**config.mk**
```make
export PLATFORM = sky130hd
export DESIGN_NAME = rr_arbiter4_flat
export DESIGN_NICKNAME = d
export VERILOG_FILES = /design/src/rtl/rr_arbiter4_if.sv /design/src/rtl/rr_arbiter4.sv /design/src/flat_wrapper.sv
export SDC_FILE = /design/constraint.sdc
export NUM_CORES = 1
export LEC_CHECK = 0
export ABC_AREA = 1
export ABC_CLOCK_PERIOD_IN_PS = 1400
export CELL_PAD_IN_SITES_DETAIL_PLACEMENT = 0
export CELL_PAD_IN_SITES_GLOBAL_PLACEMENT = 2
export CORE_MARGIN = 2
export CORE_UTILIZATION = 30
export DETAILED_ROUTE_END_ITERATION = 10
export DONT_BUFFER_PORTS = 1
export PLACE_DENSITY_LB_ADDON = 0.1
export RECOVER_POWER = 25
export SKIP_LAST_GASP = 1
export SLEW_MARGIN = 20
export SYNTH_ARGS = -nofsm -noshare
export SYNTH_HDL_FRONTEND = slang
export SYNTH_SLANG_ARGS = --single-unit
```
**constraint.sdc**
```tcl
create_clock -name clk -period 1.4 [get_ports clk]
set_input_delay 0.14 -clock clk [delete_from_list [all_inputs] [get_ports clk]]
set_output_delay 0.14 -clock clk [all_outputs]
set_load 0.02 [all_outputs]
```
**src/rtl/rr_arbiter4_if.sv**
```systemverilog
// Request/grant bundle between four requesters and the round-robin arbiter.
// master = requester side (drives req), slave = arbiter side (drives grant outputs).
interface rr_arbiter4_if;
  logic [3:0] req;
  logic [3:0] gnt;
  logic [1:0] gnt_id;
  logic       busy;
  logic       preempt;

  modport master (output req, input gnt, gnt_id, busy, preempt);
  modport slave  (input req, output gnt, gnt_id, busy, preempt);
endinterface

```
**src/rtl/rr_arbiter4.sv**
```systemverilog
// Four-way round-robin arbiter with hold timeout; grant registered, 1-cycle latency from req.
// No backpressure: a holder keeps the grant until it releases or is preempted after MAX_HOLD cycles.
module rr_arbiter4 #(
  parameter int MAX_HOLD = 8
) (
  input  logic               clk,
  input  logic               reset,
  rr_arbiter4_if.slave       arb
);

  typedef enum logic {IDLE, GRANT} state_t;

  localparam logic [3:0] HOLD_LAST = 4'(MAX_HOLD - 1);

  state_t      state_q,   state_d;
  logic [1:0]  ptr_q,     ptr_d;
  logic [3:0]  hcnt_q,    hcnt_d;
  logic [3:0]  gnt_q,     gnt_d;
  logic [1:0]  gnt_id_q,  gnt_id_d;
  logic        busy_q,    busy_d;
  logic        preempt_q, preempt_d;

  logic [3:0]  others;
  logic        waiting;
  logic        hold_req;
  logic        timeout;
  logic [2:0]  sel;

  // Returns {found, index} of the first set bit of r, searching p, p+1, p+2, p+3 mod 4.
  function automatic logic [2:0] pick(input logic [3:0] r, input logic [1:0] p);
    logic [2:0] res;
    logic [1:0] c;
    res = 3'b000;
    for (int i = 3; i >= 0; i--) begin
      c = p + 2'(i);
      if (r[c]) res = {1'b1, c};
    end
    return res;
  endfunction

  always_comb begin
    state_d   = state_q;
    ptr_d     = ptr_q;
    hcnt_d    = hcnt_q;
    gnt_d     = gnt_q;
    gnt_id_d  = gnt_id_q;
    busy_d    = busy_q;
    preempt_d = 1'b0;
    others    = arb.req & ~gnt_q;
    waiting   = |others;
    hold_req  = arb.req[gnt_id_q];
    timeout   = 1'b0;
    sel       = 3'b000;

    case (state_q)
      IDLE: begin
        sel = pick(arb.req, ptr_q);
        if (sel[2]) begin
          state_d  = GRANT;
          gnt_d    = 4'b0001 << sel[1:0];
          gnt_id_d = sel[1:0];
          busy_d   = 1'b1;
          hcnt_d   = 4'd0;
        end
      end
      GRANT: begin
        timeout = hold_req && waiting && (hcnt_q == HOLD_LAST);
        if (!hold_req || timeout) begin
          // Holder is excluded so a preempted requester cannot win straight back.
          ptr_d     = gnt_id_q + 2'd1;
          sel       = pick(others, ptr_d);
          preempt_d = timeout;
          hcnt_d    = 4'd0;
          if (sel[2]) begin
            gnt_d    = 4'b0001 << sel[1:0];
            gnt_id_d = sel[1:0];
          end else begin
            state_d  = IDLE;
            gnt_d    = 4'b0000;
            gnt_id_d = 2'd0;
            busy_d   = 1'b0;
          end
        end else if (waiting) begin
          hcnt_d = hcnt_q + 4'd1;
        end
      end
      default: state_d = IDLE;
    endcase
  end

  always_ff @(posedge clk or posedge reset) begin
    if (reset) begin
      state_q   <= IDLE;
      ptr_q     <= 2'd0;
      hcnt_q    <= 4'd0;
      gnt_q     <= 4'b0000;
      gnt_id_q  <= 2'd0;
      busy_q    <= 1'b0;
      preempt_q <= 1'b0;
    end else begin
      state_q   <= state_d;
      ptr_q     <= ptr_d;
      hcnt_q    <= hcnt_d;
      gnt_q     <= gnt_d;
      gnt_id_q  <= gnt_id_d;
      busy_q    <= busy_d;
      preempt_q <= preempt_d;
    end
  end

  assign arb.gnt     = gnt_q;
  assign arb.gnt_id  = gnt_id_q;
  assign arb.busy    = busy_q;
  assign arb.preempt = preempt_q;

endmodule

```
**src/flat_wrapper.sv**
```systemverilog
// flat-port wrapper written by rule: the top's interface ports become plain ports
module rr_arbiter4_flat 
#(
  parameter int MAX_HOLD = 8
)
  (clk, reset, arb_req, arb_gnt, arb_gnt_id, arb_busy, arb_preempt);
  rr_arbiter4_if arb_i ();
  input  logic clk;
  input  logic reset;
  input wire logic [$bits(arb_i.req)-1:0] arb_req;
  output wire logic [$bits(arb_i.gnt)-1:0] arb_gnt;
  output wire logic [$bits(arb_i.gnt_id)-1:0] arb_gnt_id;
  output wire logic [$bits(arb_i.busy)-1:0] arb_busy;
  output wire logic [$bits(arb_i.preempt)-1:0] arb_preempt;
  assign arb_i.req = arb_req;
  assign arb_gnt = arb_i.gnt;
  assign arb_gnt_id = arb_i.gnt_id;
  assign arb_busy = arb_i.busy;
  assign arb_preempt = arb_i.preempt;
  rr_arbiter4 #(.MAX_HOLD(MAX_HOLD)) u_core (.clk(clk), .reset(reset), .arb(arb_i));
endmodule
```
==> metrics.md <==
| Metric | Value |
|---|---|
| Setup Skew | `between 0.005 and 0.006 ns` |
| CTS tree | `built` |
| Vias | `1,308` |
| Fin cells | `280` |
| Synth async-reset ratio | `100.0%` |
| Die width | `around 68 um` |
| Area Overhead vs Synth | `44.82%` |
| Core area | `3943 um^2` |
| Syn_nets | `202` |
| DR vias/cell | `4.671` |
| Dominant synthesized flop cell | `dfrtp_1` |
| Synth area leaders | `dfrtp_1 31%, nand2_1 24%, inv_1 7.1%` |
| Worst slack, placed | `-0.2497 ns` |
| Sink Count | `15` |
| Post-Route WL | `3362 um` |
| Multi-input combinational cell area | `around 880 um^2` |
| Post-layout min period | `between 1.5 and 2 ns` |
| Clock Latency Late Sink | `between 0.2 and 0.3 ns` |
| DP HPWL | `2613 um` |
| Remaining Overflow, GRT | `0` |
| CP startpoint kind | `flip-flop` |
| Die Y-Extent | `just under 70 um` |
| Worst EP arrival | `roughly 1.7 ns` |
| Worst setup path category | `reg -> reg` |
| Post-synth EDFFs | `0` |
| DIE AREA | `~4600 um^2` |
| CTS Root Cell | `clkbuf_8` |
| Layout Nets | `238` |
| Max Cap Violations | `0` |
| Initial DRT Pass Iterations | `4` |
| Inst Count DP | `around 270` |
| IO buf count | `0` |
| DRT iter0 DRCs | `57` |
| Clock-pin slew on the worst setup and hold paths | `0.07 ns` |
| Sequential fraction of the synthesis area | `a little under a third` |
| CTS max path bufs | `2` |
| DR WL/cell | `~12 um` |
| Normalized max-slew margin | `61.22%` |
| Fmax | `627.8 MHz` |
| Final slew viol count | `0` |
| Share of cells above drive strength 1 | `a little under half` |
| Fill cells | `approximately 420` |
| Cell Rows | `23` |
| Number of global-route vias before repair | `between 1k and 1.5k` |
| Routability cong. | `0.8054` |
| Failing checks | `negative setup slack` |
| FF+latch area | `~380 um^2` |
| Critical path data required time | `roughly 1.6 ns` |
| Synth top area share | `between 30% and 40%` |
| Worst-margin pin slew | `~0.58 ns` |
| Period utilization | `113.8%` |
| Post-route ant nets | `0` |
| Synth unique cells | `29` |
| Initial antenna violation count | `0` |
| Status | `complete, but fails checks` |
| RSZ-0062 raised after global routing | `yes` |
| Diodes inserted | `0` |
| Cts bufs inserted | `3` |
| Tot GR Track Use | `16.38%` |
| Synth Instances | `about 200` |
| Worst Setup End Kind | `flip-flop` |
| Mean Syn Cell Area | `between 6 and 7 um^2` |
| Initial core utilization | `between 30% and 40%` |
| # DRC | `0` |
| Fin. Hold Viols | `0` |
| Post-synthesis instance area | `1220 um^2` |
| I/O Pins | `14` |
| Final worst slack | `-0.1928 ns` |
| Yosys top cell by area | `dfrtp_1` |
| YS warnings | `0` |
| H-tree levels | `1` |
| Largest net degree at the start of global routing | `16` |
| Tightest Hold Check Type | `in -> reg` |
| Synthesized flop and latch total | `15` |
| First-pass GRT wire length | `about 5600 um` |
| CP Max Fanout | `6` |
| Setup violators final | `13` |
[layout make-up]
type | count | area share, %
inverter | 30 | 6.799
tap | 50 | 3.541
sequential | 15 | 21.46
clock buffer | 3 | 2.337
multi-input combinational | 146 | 49.72
timing repair buffer | 35 | 15.86
clock inverter | 1 | 0.2833
[Yosys cell counts, types with 2 or more instances]
cell / n
o21ai_0: 8
xor2_1: 3
inv_2: 6
nand2_1: 79
nand2_2: 3
o21ai_1: 4
nor2_1: 14
a21oi_1: 2
nor2_2: 2
nand3_1: 15
dfrtp_1: 15
nand3_2: 5
inv_1: 23
[layout by cell type, fill, tap and decap left out, types with 3 or more instances in the layout]
cell type and n:
buf_4 30, buf_6 4, clkbuf_8 3, dfrtp_1 12, dfrtp_2 3, inv_1 20, inv_2 8, nand2_1 51
nand2_2 30, nand3_1 6, nand3_2 13, nor2_1 11, nor2_2 4, o21ai_0 4, o21ai_1 6
[sequential cells by signal, indices dropped and copies added, names as in the netlist]
name / flops
u_core.arb.preempt: 1
u_core.state_q: 1
u_core.hcnt_q: 4
u_core.arb.busy: 1
u_core.arb.gnt: 4
u_core.ptr_q: 2
u_core.arb.gnt_id: 2
[through the flow]
step / instance area, um^2 / hold slack, ns / util (%) / TNS [ns]
CTS: 1677 / 0.2787 / 42.53 / -1.723
global placement: 1466 / 0.1194 / 37.19 / -2.566
global route: 1767 / 0.3352 / 44.81 / -3.215
detailed placement: 1466 / 0.1305 / 37.19 / -2.520
finish: 1767 / 0.3052 / 44.81 / -1.703
floorplan: 1226 / 0.04134 / - / -0.4963
[worst max-delay path, stage by stage, from the launching register on]
cell	delay (ns)
dfrtp_2	0.48
xor2_2	0.27
inv_2	0.09
nand2_2	0.08
nand2_2	0.05
nand2_2	0.08
nand2_2	0.05
nand2_2	0.07
nand2_2	0.08
nand3_2	0.08
nand2_1	0.04
nand2_1	0.06
nand2_1	0.06
[cell families (layout without fill, tap and decap cells)]
family,count (synthesis),count (layout),synth area share [%]
XOR/XNOR,4,4,2.872
buffers and inverters,34,69,11.79
AO/OA/AOI/OAI,18,18,8.616
flip-flops,15,15,30.77
adder cells (fa/ha/maj),1,1,1.025
AND/OR/NAND/NOR,123,123,44.92
[path summary, 6_finish.rpt]
| check | end | slack [ns] | from | cells after the start |
|---|---|---|---|---|
| min in group asynchronous | u_core.state_q | 0.37 | reset | 2 |
| worst max register to register | u_core.arb.gnt[0] | -0.19 | u_core.arb.gnt_id[0] | 12 |
| worst min-delay path | u_core.hcnt_q[0] | 0.31 | arb_req[2] | 4 |
| worst min register to register | u_core.hcnt_q[3] | 0.54 | u_core.hcnt_q[3] | 2 |
| max in group asynchronous | u_core.ptr_q[0] | 0.61 | reset | 2 |
| worst max-delay path | u_core.arb.gnt[0] | -0.19 | u_core.arb.gnt_id[0] | 12 |
[layer usage]
layer,part of all wire (%),vias to the layer above,GRT usage [%]
met3,4.4,5,2.000
li1,-,672,-
met1,45,611,21.63
met2,49,20,27.70
met4,1.3,0,5.250
met5,0,-,0
[repair_timing]
action | CTS | global route
gates resized for setup | 36 | 28
setup endpoints to repair | 14 | 15
hold endpoints to repair | 15 | 0
hold buffers | 1 | 0
pin swaps | 8 | 13
setup buffers | 5 | 1
Power is not shown: default switching activity piles up to over one toggle a cycle in this logic, so the estimate is an artifact.
